## src/rtl/seq_divider_pkg.sv

```systemverilog
// Shared types and constants for the sequential restoring divider.
package seq_divider_pkg;

  localparam int DEFAULT_WIDTH = 8;

  typedef enum logic [1:0] {
    IDLE,
    CALC,
    DONE
  } state_e;

  function automatic int count_width(input int width);
    return $clog2(width + 1);
  endfunction

endpackage

```

## src/rtl/seq_divider_div_step.sv

```systemverilog
// One restoring-division iteration: shift in a dividend bit, trial-subtract, restore on borrow.
module div_step
  import seq_divider_pkg::*;
#(
  parameter int WIDTH = DEFAULT_WIDTH
) (
  input  logic [WIDTH-1:0] rem_i,
  input  logic             dvd_bit_i,
  input  logic [WIDTH-1:0] divisor_i,
  output logic [WIDTH-1:0] rem_o,
  output logic             q_bit_o
);

  logic [WIDTH:0] shifted;
  logic [WIDTH:0] trial;

  // The incoming remainder is always below the divisor, so bit WIDTH of the trial is the borrow.
  always_comb begin
    shifted = {rem_i, dvd_bit_i};
    trial   = shifted - {1'b0, divisor_i};
    q_bit_o = ~trial[WIDTH];
    rem_o   = trial[WIDTH] ? shifted[WIDTH-1:0] : trial[WIDTH-1:0];
  end

endmodule

```

## src/rtl/seq_divider.sv

```systemverilog
// Multi-cycle restoring divider with valid/ready handshakes; one quotient bit per cycle.
// Define SEQ_DIVIDER_SIGNED_EN for two's complement operands and results.
module seq_divider
  import seq_divider_pkg::*;
#(
  parameter int WIDTH = DEFAULT_WIDTH
) (
  input  logic             clk,
  input  logic             rst_n,
  input  logic             in_valid,
  output logic             in_ready,
  input  logic [WIDTH-1:0] dividend,
  input  logic [WIDTH-1:0] divisor,
  output logic             out_valid,
  input  logic             out_ready,
  output logic [WIDTH-1:0] quotient,
  output logic [WIDTH-1:0] remainder,
  output logic             div_by_zero
);

  localparam int CW = count_width(WIDTH);

  state_e           state_q, state_d;
  logic [CW-1:0]    count_q, count_d;
  logic [WIDTH-1:0] dvd_q, dvd_d;
  logic [WIDTH-1:0] dsr_q, dsr_d;
  logic [WIDTH-1:0] rem_q, rem_d;
  logic [WIDTH-1:0] quo_q, quo_d;
  logic [WIDTH-1:0] rout_q, rout_d;
  logic             zero_q, zero_d;
  logic             dbz_q, dbz_d;

  logic [WIDTH-1:0] step_rem;
  logic             step_bit;
  logic [WIDTH-1:0] dvd_in, dsr_in;
  logic [WIDTH-1:0] quo_fix, rem_fix;

  div_step #(.WIDTH(WIDTH)) u_step (
    .rem_i     (rem_q),
    .dvd_bit_i (dvd_q[WIDTH-1]),
    .divisor_i (dsr_q),
    .rem_o     (step_rem),
    .q_bit_o   (step_bit)
  );

`ifdef SEQ_DIVIDER_SIGNED_EN
  logic q_neg_q, q_neg_d;
  logic r_neg_q, r_neg_d;

  // Core sees magnitudes; signs captured at accept are reapplied in the finishing cycle.
  always_comb begin
    dvd_in  = dividend[WIDTH-1] ? -dividend : dividend;
    dsr_in  = divisor[WIDTH-1] ? -divisor : divisor;
    quo_fix = q_neg_q ? -dvd_q : dvd_q;
    rem_fix = r_neg_q ? -rem_q : rem_q;
    q_neg_d = q_neg_q;
    r_neg_d = r_neg_q;
    if (state_q == IDLE && in_valid) begin
      q_neg_d = dividend[WIDTH-1] ^ divisor[WIDTH-1];
      r_neg_d = dividend[WIDTH-1];
    end
  end

  always_ff @(posedge clk or negedge rst_n) begin
    if (!rst_n) begin
      q_neg_q <= 1'b0;
      r_neg_q <= 1'b0;
    end else begin
      q_neg_q <= q_neg_d;
      r_neg_q <= r_neg_d;
    end
  end
`else
  assign dvd_in  = dividend;
  assign dsr_in  = divisor;
  assign quo_fix = dvd_q;
  assign rem_fix = rem_q;
`endif

  // Every operation ends with one CALC cycle at count 0 that registers the results;
  // a zero divisor enters CALC with count 0 so it finishes one edge after accept.
  always_comb begin
    state_d = state_q;
    count_d = count_q;
    dvd_d   = dvd_q;
    dsr_d   = dsr_q;
    rem_d   = rem_q;
    quo_d   = quo_q;
    rout_d  = rout_q;
    zero_d  = zero_q;
    dbz_d   = dbz_q;
    case (state_q)
      IDLE: begin
        if (in_valid) begin
          zero_d  = (divisor == '0);
          count_d = (divisor == '0) ? '0 : CW'(WIDTH);
          dvd_d   = (divisor == '0) ? dividend : dvd_in;
          dsr_d   = dsr_in;
          rem_d   = '0;
          state_d = CALC;
        end
      end
      CALC: begin
        if (count_q != '0) begin
          rem_d   = step_rem;
          dvd_d   = {dvd_q[WIDTH-2:0], step_bit};
          count_d = count_q - CW'(1);
        end else begin
          quo_d   = zero_q ? '1 : quo_fix;
          rout_d  = zero_q ? dvd_q : rem_fix;
          dbz_d   = zero_q;
          state_d = DONE;
        end
      end
      DONE: begin
        if (out_ready) begin
          state_d = IDLE;
        end
      end
      default: state_d = IDLE;
    endcase
  end

  always_ff @(posedge clk or negedge rst_n) begin
    if (!rst_n) begin
      state_q <= IDLE;
      count_q <= '0;
      dvd_q   <= '0;
      dsr_q   <= '0;
      rem_q   <= '0;
      quo_q   <= '0;
      rout_q  <= '0;
      zero_q  <= 1'b0;
      dbz_q   <= 1'b0;
    end else begin
      state_q <= state_d;
      count_q <= count_d;
      dvd_q   <= dvd_d;
      dsr_q   <= dsr_d;
      rem_q   <= rem_d;
      quo_q   <= quo_d;
      rout_q  <= rout_d;
      zero_q  <= zero_d;
      dbz_q   <= dbz_d;
    end
  end

  assign in_ready    = (state_q == IDLE);
  assign out_valid   = (state_q == DONE);
  assign quotient    = quo_q;
  assign remainder   = rout_q;
  assign div_by_zero = dbz_q;

endmodule

```

## config.mk

```make
export PLATFORM = sky130hd
export DESIGN_NAME = seq_divider
export DESIGN_NICKNAME = d
export VERILOG_FILES = /design/src/rtl/seq_divider_pkg.sv /design/src/rtl/seq_divider_div_step.sv /design/src/rtl/seq_divider.sv
export SDC_FILE = /design/constraint.sdc
export NUM_CORES = 1
export LEC_CHECK = 0
export BUFFER_PORTS_ARGS = -buffer_cell sky130_fd_sc_hd__buf_2
export CORE_UTILIZATION = 56
export DETAILED_ROUTE_END_ITERATION = 6
export GPL_TIMING_DRIVEN = 0
export PLACE_DENSITY = 0.86
export SLEW_MARGIN = 20
export SYNTH_ARGS = -nofsm -noshare
export SYNTH_HDL_FRONTEND = slang
export SYNTH_SLANG_ARGS = --single-unit
```

## constraint.sdc

```tcl
create_clock -name clk -period 3.9 [get_ports clk]
set_input_delay 0 -clock clk [delete_from_list [all_inputs] [get_ports clk]]
set_output_delay 0 -clock clk [all_outputs]
set_load 0.05 [all_outputs]
```

### Word-level counts from Yosys, hierarchy flattened

Cells that the tools add are included.

* output and inout port bits: 19
* input port bits: 20
* register bits after elaboration: 48
* logic and storage cells: 44

* equality and inequality tests: 6
* mux-type cells: 17
* reductions and logical operators: 8
* $add $sub $neg: 2
* bitwise operators: 2

Operator list (number)
* $mux 8: 7
* $pmux 8 s2: 2
* $mux 4: 3
* $sub 9x8->9: 1
* $logic_not 8->1: 1
* $pmux 4 s2: 1
* $mux 2: 3
* $ne 2x2->1 const B: 3
* $pmux 2 s3: 1
* $reduce_and 3->1: 2
* $reduce_and 2->1: 2
* $reduce_bool 4->1: 1
* $sub 4x1->4 const B: 1
* $eq 2x1->1 const B: 1
* $eq 2x2->1 const B: 1
* $logic_not 2->1: 1
* $ne 2x1->1 const B: 1
* $not 1->1: 2
* $reduce_bool 2->1: 1

### Depth between registers and ports, before layout

Gate-level depths: netlist of run 1.

* word-level depth: 4
* mapped depth: 10
* mapped depth without buffers: 10

### By module

A second synthesis of run 1 with hierarchy kept.

* cells, all modules: 241
* area total of the unflattened synthesis: 2519.9 um^2

By module, submodules not included
* seq_divider: area each 2034.5 um^2, times used 1, cells each 183, sequential area each 1201.2 um^2
* div_step: area each 485.5 um^2, times used 1, cells each 58, sequential area each 0.0 um^2

### Least setup slack after synthesis of run 1

OpenSTA, ideal clock, no wires.

* path type: register to register
* from: reg dvd_q[7]
* to: reg rem_q[0], in the netlist rem_fix[0]
* required time: 3779 ps
* period minus slack after synthesis: 2745 ps
* path buffers: 0
* arrival time: 2625 ps
* stages on the path, launching flop included: 11
* slack: 1155 ps
* library setup time: 121 ps
* cells stage by stage: dfrtp_1 > inv_1 > ha_1 > inv_1 > fa_1 > a211oi_1 > nor3b_2 > mux2i_1 > a2111oi_4 > mux2i_1 > a22o_1

* word-level cells in the longest chain between the ends: 4

RTL lines
* start, declared: RTL line seq_divider.sv:25 `logic [WIDTH-1:0] dvd_q, dvd_d;`
* start signal, assigned: RTL line seq_divider.sv:138 `dvd_q <= dvd_d;`
* $sub 9x8->9: RTL line seq_divider_div_step.sv:20 `trial = shifted - {1'b0, divisor_i};`
* $mux 8 (*): RTL line seq_divider_div_step.sv:22 `rem_o = trial[WIDTH] ? shifted[WIDTH-1:0] : trial[WIDTH-1:0];`
* $mux 8 (*): RTL line seq_divider.sv:104 `if (count_q != '0) begin`
* $pmux 8 s2 (*): RTL line seq_divider.sv:92 `case (state_q)`
* end signal, assigned: RTL line seq_divider.sv:140 `rem_q <= rem_d;`
* end, declared: RTL line seq_divider.sv:27 `logic [WIDTH-1:0] rem_q, rem_d;`

Every way passes the cells marked *; elsewhere a longest branch is shown, timed or not. The select of a mux whose other input is x is not followed.
A chain may end at the register's enable or synchronous reset.

### Worst setup path after layout of run 1

Ends and elaborated chain as after synthesis.

==> impl_metrics.yaml, run 1 <==
timing:
  timing.fmax_ghz: 0.308
  fin_crit_sh: 0.833
  relSlewSlack: 0.426
  finalSetupViolations: 0
  clock-skew-final_ps: 15.2
  tightest_slew_ps: 861
  min_period_ps: 3250
  grt_setup_unrepaired: "no"
  hold_slack_ps: 127
  final_max_slew_viol_count: 0
  finalSetupTns_ps: 0
  hold_viol: 0
worst_setup_path:
  critPathLaunchType: "flop"
  critPathCaptureType: "flop"
  path_class: "flop to flop"
  arrival_ps: 3450
  cp_data_required_time_ps: 4100
  critPathMaxFanout: 10
floorplan:
  die_h_um: 67.9
  die_area_sq_um: 4600
  initial_utilization: 0.594
  core-area_sq_um: 4090
  rows: 23
  io_pins: 39
  chipWidth_um: 67.9
global_route:
  grt_max_degree: 49
  antenna_found_initial: 0
  grt_pass1_vias: 1972
  gr-usage-all-layers: 0.286
  grt_pass1_wl_um: 9290
  overflow: 0
placement:
  portBuffers: 38
  gp_congestion: 0.861
  place_hpwl_um: 3920
  dpl.cell_count: 342
outcome:
  status: "completed"
route:
  drt.antenna.violating_nets: 0
  drt_wl_total_um: 5700
  vias: 2074
  wire_per_inst_um: 15.5
  initialDrtViolationCount: 160
  dr.pass1.iters: 5
  drc: 0
  viasPerCell: 5.64
power:
  leakage_uw: 0.00144
  power_density_nw_per_um2: 1000
  ir_worst_vdd_v: 0.000621
final_layout:
  final_common_cell: "nand2_1"
  layout.nets: 348
  diodes: 0
  final_cell_mix: "nand2_1, dfrtp_1, buf_2"
  areaGrowthSynthToFinish_pct: 22.7
  fin_cells: 368
  drive_gt1_frac: 0.160
clock_network:
  root_buffer: "clkbuf_8"
  cts.sinks: 48
  hold_buffers: 18
  cts-htree-levels: 2
  cts-resized-gates: 0
  cts_tree: "done"
  insertion_delay_ps: 320
  cts_buffers: 5
  clock_path_buffers: 2
  clkTransAtPathRegs_ps: 90
  post_cts_buffers: 0
logic_synthesis:
  syn_inst: 254
  yosysWarnings: 0
  yosysSeqAreaShare: 0.495
  postSynthAreaPerCell_sq_um: 9.56
  synth_seq_cells: 48
  synth_nets: 285
  synth_area_sq_um: 2430
  synth_cell_types: 36
run:
  drv_cap: 0
hold_path:
  hold_path.class: "input pin to flop"
==> power by group <==
part | total, uW | switching (uW) | internal [uW] | leakage [uW]
Combinational | 1710 | 1090 | 625 | 0.000780
Clock | 375 | 182 | 193 | 0.0000583
Sequential | 901 | 170 | 731 | 0.000604
==> Yosys cell counts, drive strengths merged <==
library cell / instances / share of area
o31ai: 1 / 0.0031
dfrtp: 48 / 0.49
nor2b: 3 / 0.0077
a211oi: 1 / 0.0031
a22o: 1 / 0.0036
nand4b: 1 / 0.0036
inv: 14 / 0.022
o21ai: 37 / 0.078
nand3: 6 / 0.012
ha: 10 / 0.052
clkbuf: 11 / 0.017
a21boi: 1 / 0.0031
xor2: 5 / 0.018
nor2: 11 / 0.017
fa: 1 / 0.0082
a31oi: 1 / 0.0026
and2: 2 / 0.0052
mux2: 1 / 0.0046
nor3: 3 / 0.0062
a21o: 2 / 0.0067
a2111oi: 1 / 0.011
mux2i: 17 / 0.070
nand2: 51 / 0.079
a22oi: 7 / 0.022
a21oi: 6 / 0.012
o21bai: 1 / 0.0031
nor4: 2 / 0.0052
or3: 1 / 0.0026
xnor2: 2 / 0.0072
o211a: 1 / 0.0041
nor3b: 2 / 0.0082
nand2b: 3 / 0.0077
==> critical path, cell delays in order, from the launching register on <==
cell	delay [ps]
dfrtp_1	430
inv_1	110
ha_1	170
inv_1	60
fa_1	440
a211oi_1	450
nor3b_2	120
mux2i_1	170
a2111oi_4	810
mux2i_1	170
a22o_1	200
==> kinds of logic after synthesis <==
| logic type | after synthesis | share of synthesized area |
|---|---|---|
| and+or+nand+nor | 85 | 0.155 |
| AOI/OAI and AO/OA | 60 | 0.153 |
| DFF | 48 | 0.495 |
| buffers and inverters | 25 | 0.0386 |
| muxes | 18 | 0.0747 |
| adders and majority gates | 11 | 0.0598 |
| xor gates and xnor gates | 7 | 0.0252 |
==> per-layer routing <==
metal  track usage  share of wire
met2         0.462           0.51
met4         0.120          0.019
met1         0.359           0.41
met3        0.0817          0.058
met5             0              0
==> area by class of cell <==
type,count,area (sq um)
buffer,11,41.3
clock buffer,5,68.8
clock inverter,3,47.5
fill,280,1110
inverter,14,52.6
multi-input combinational,181,1130
sequential,48,1200
tap,50,62.6
timing repair buffer,56,373
==> through the flow <==
stage,setup WS (ps),instance area (sq um),total power (uW),utilization
after floorplan,1150,2430,2190,-
after global routing,466,2980,3210,0.729
after detailed placement,712,2680,2590,0.656
after global placement,867,2680,2500,0.656
after CTS,660,2980,2980,0.729
final,651,2980,2990,0.729
==> flip-flops by register name, summed over array words and instances, names as in the netlist <==
signal and cells:
state_q 2, dsr_q 8, remainder 8, rem_fix 8, zero_q 1, count_q 4
quotient 8, div_by_zero 1, dvd_q 8
==> final timing paths <==
path	from	endpoint	slack [ps]	depth (start not counted)
hold reg to reg	remainder[6]	remainder[6]	490	2
hold / removal	in_valid	zero_q	130	4
max in group asynchronous	rst_n	rem_fix[1]	3270	2
min in group asynchronous	rst_n	dsr_q[3]	230	2
setup reg to reg	dvd_q[7]	rem_fix[0]	650	10
setup / recovery	dvd_q[7]	rem_fix[0]	650	10
Note: power is estimated with default switching activity, not from simulation.
==> run 2: changes to the inputs <==
==> constraint.sdc (replaced) <==
create_clock -name clk -period 3.19 [get_ports clk]
set_input_delay 0 -clock clk [delete_from_list [all_inputs] [get_ports clk]]
set_output_delay 0 -clock clk [all_outputs]
set_load 0.05 [all_outputs]
==> impl_metrics.yaml, run 2 (synthesized netlist as in run 1, its figures left out) <==
outcome:
  status: "completed"
placement:
  place_hpwl_um: 3920
  portBuffers: 38
  gp_congestion: 0.861
floorplan:
  die_h_um: 67.9
  initial_utilization: 0.594
  core-area_sq_um: 4090
  chipWidth_um: 67.9
  rows: 23
  io_pins: 39
  die_area_sq_um: 4600
worst_setup_path:
  critPathMaxStageDelay_ps: 470
  critPathCaptureType: "flop"
  r2r_start: "dvd_q[7]"
  path_class: "flop to flop"
  cp_num_buf_inv: 3
  cp_data_required_time_ps: 3380
  critPathLaunchType: "flop"
  startpoint: "dvd_q[7]"
  critical_path.top_delay_family: "compound AO/OA/AOI/OAI gates"
  worstPathCellList: "inv_1 > ha_1 > inv_1 > fa_1 > a211oi_1 > nor3b_2 > mux2i_1 > a2111oi_4 > buf_12 > mux2i_1 > o21ai_1"
  critPathMaxFanout: 10
  arrival_ps: 3130
  cpMaxStageDelayCell: "a211oi_1"
global_route:
  overflow: 0
  grt_pass1_wl_um: 9300
  grt_pass1_vias: 1982
  antenna_found_initial: 0
  grt_max_degree: 49
  gr-usage-all-layers: 0.286
final_layout:
  drive_gt1_frac: 0.163
  final_common_cell: "nand2_1"
  areaGrowthSynthToFinish_pct: 23.5
  layout.nets: 349
  fillers: 281
  diodes: 0
  final_cell_mix: "nand2_1, dfrtp_1, buf_2"
timing:
  finalSetupTns_ps: 0
  clock-skew-final_ps: 14.5
  finalSetupViolations: 0
  hold_viol: 0
  hold_slack_ps: 120
  final_max_slew_viol_count: 0
  min_period_ps: 2930
  fin_crit_sh: 0.920
  grt_setup_unrepaired: "no"
  tightest_slew_ps: 607
  relSlewSlack: 0.595
  timing.fmax_ghz: 0.341
clock_network:
  insertion_delay_ps: 320
  clock_path_buffers: 2
  cts_buffers: 5
  root_buffer: "clkbuf_8"
  clkTransAtPathRegs_ps: 90
  cts-resized-gates: 0
  cts.sinks: 48
  cts-htree-levels: 2
  cts_tree: "done"
route:
  drt.antenna.violating_nets: 0
  wire_per_inst_um: 15.5
  vias: 2082
  drt_wl_total_um: 5730
  initialDrtViolationCount: 179
  dr.pass1.iters: 4
  viasPerCell: 5.64
  drc: 0
power:
  pwr-share-comb: 0.583
  p_seq_frac: 0.295
  ir_worst_vdd_v: 0.000758
  switchingPower_uw: 1780
  leakage_uw: 0.00145
  p_int_uw: 1960
  power_density_nw_per_um2: 1250
  swShare: 0.477
  p_clk_frac: 0.122
hold_path:
  hold_path.class: "input pin to flop"
  hold_start: "in_valid"
run:
  drv_cap: 0
-- run 2: cell types whose count changed in the layout (fill, tap and decap cells not counted), sizes merged --
cell	delta
buf	+1
-- run 2: layer usage --
layer	wire (um)	share of wire	GRT usage	up-vias
met1	2440	0.43	0.358	1014
met3	251	0.044	0.0817	14
met2	2900	0.51	0.464	56
li1	-	-	-	998
met4	136	0.024	0.120	0
met5	0	0	0	-
-- run 2: power groups by stage --
stage               Combinational, uW  Sequential [uW]  Clock [uW]
global placement                 1970             1100           0
finish                           2180             1100         458
CTS                              2170             1100         459
floorplan                        1310             1380           0
detailed placement               2050             1110           0
global route                     2380             1130         486
-- run 2: worst reg2reg max path: stages (launching register included) --
cell and delay (ps):
dfrtp_1 440, inv_1 110, ha_1 170, inv_1 60
fa_1 440, a211oi_1 470, nor3b_2 130, mux2i_1 170
a2111oi_4 360, buf_12 190, mux2i_1 210, o21ai_1 80
-- run 2: worst paths after layout --
kind	to	slack, ps	cells past startpoint
worst min-delay path	zero_q	120	4
worst max-delay path	rem_fix[2]	260	11
max in group asynchronous	rem_fix[1]	2560	2
worst min register to register	remainder[6]	490	2
min in group asynchronous	dsr_q[3]	230	2
worst max register to register	rem_fix[2]	260	11
-- run 2: area by class of cell --
type | instances | area (sq um) | area share
well taps | 50 | 62.6 | 0.0209
clock buffers | 5 | 68.8 | 0.0229
inverters | 14 | 52.6 | 0.0175
plain buffers | 11 | 41.3 | 0.0138
clock inverters | 3 | 47.5 | 0.0158
repair buffers | 57 | 393 | 0.131
multi-input cells | 181 | 1130 | 0.378
flip-flops and latches | 48 | 1200 | 0.400
-- run 2: what timing repair did --
item	in CTS	in global routing
buffers inserted	1	0
endpoints found under the setup margin	7	0
hold buffers	18	0
endpoints found under the hold margin	65	0
-- run 2: through the flow --
stage / power, uW / util / cells / area (sq um) / worst slack, ps
2_1_floorplan: 2680 / - / 254 / 2430 / 445
3_3_place_gp: 3060 / 0.656 / 342 / 2680 / 157
3_5_place_dp: 3160 / 0.656 / 342 / 2680 / 1.92
4_1_cts: 3720 / 0.734 / 369 / 3000 / 303
5_1_grt: 4000 / 0.734 / 369 / 3000 / 131
6_report: 3740 / 0.734 / 369 / 3000 / 256
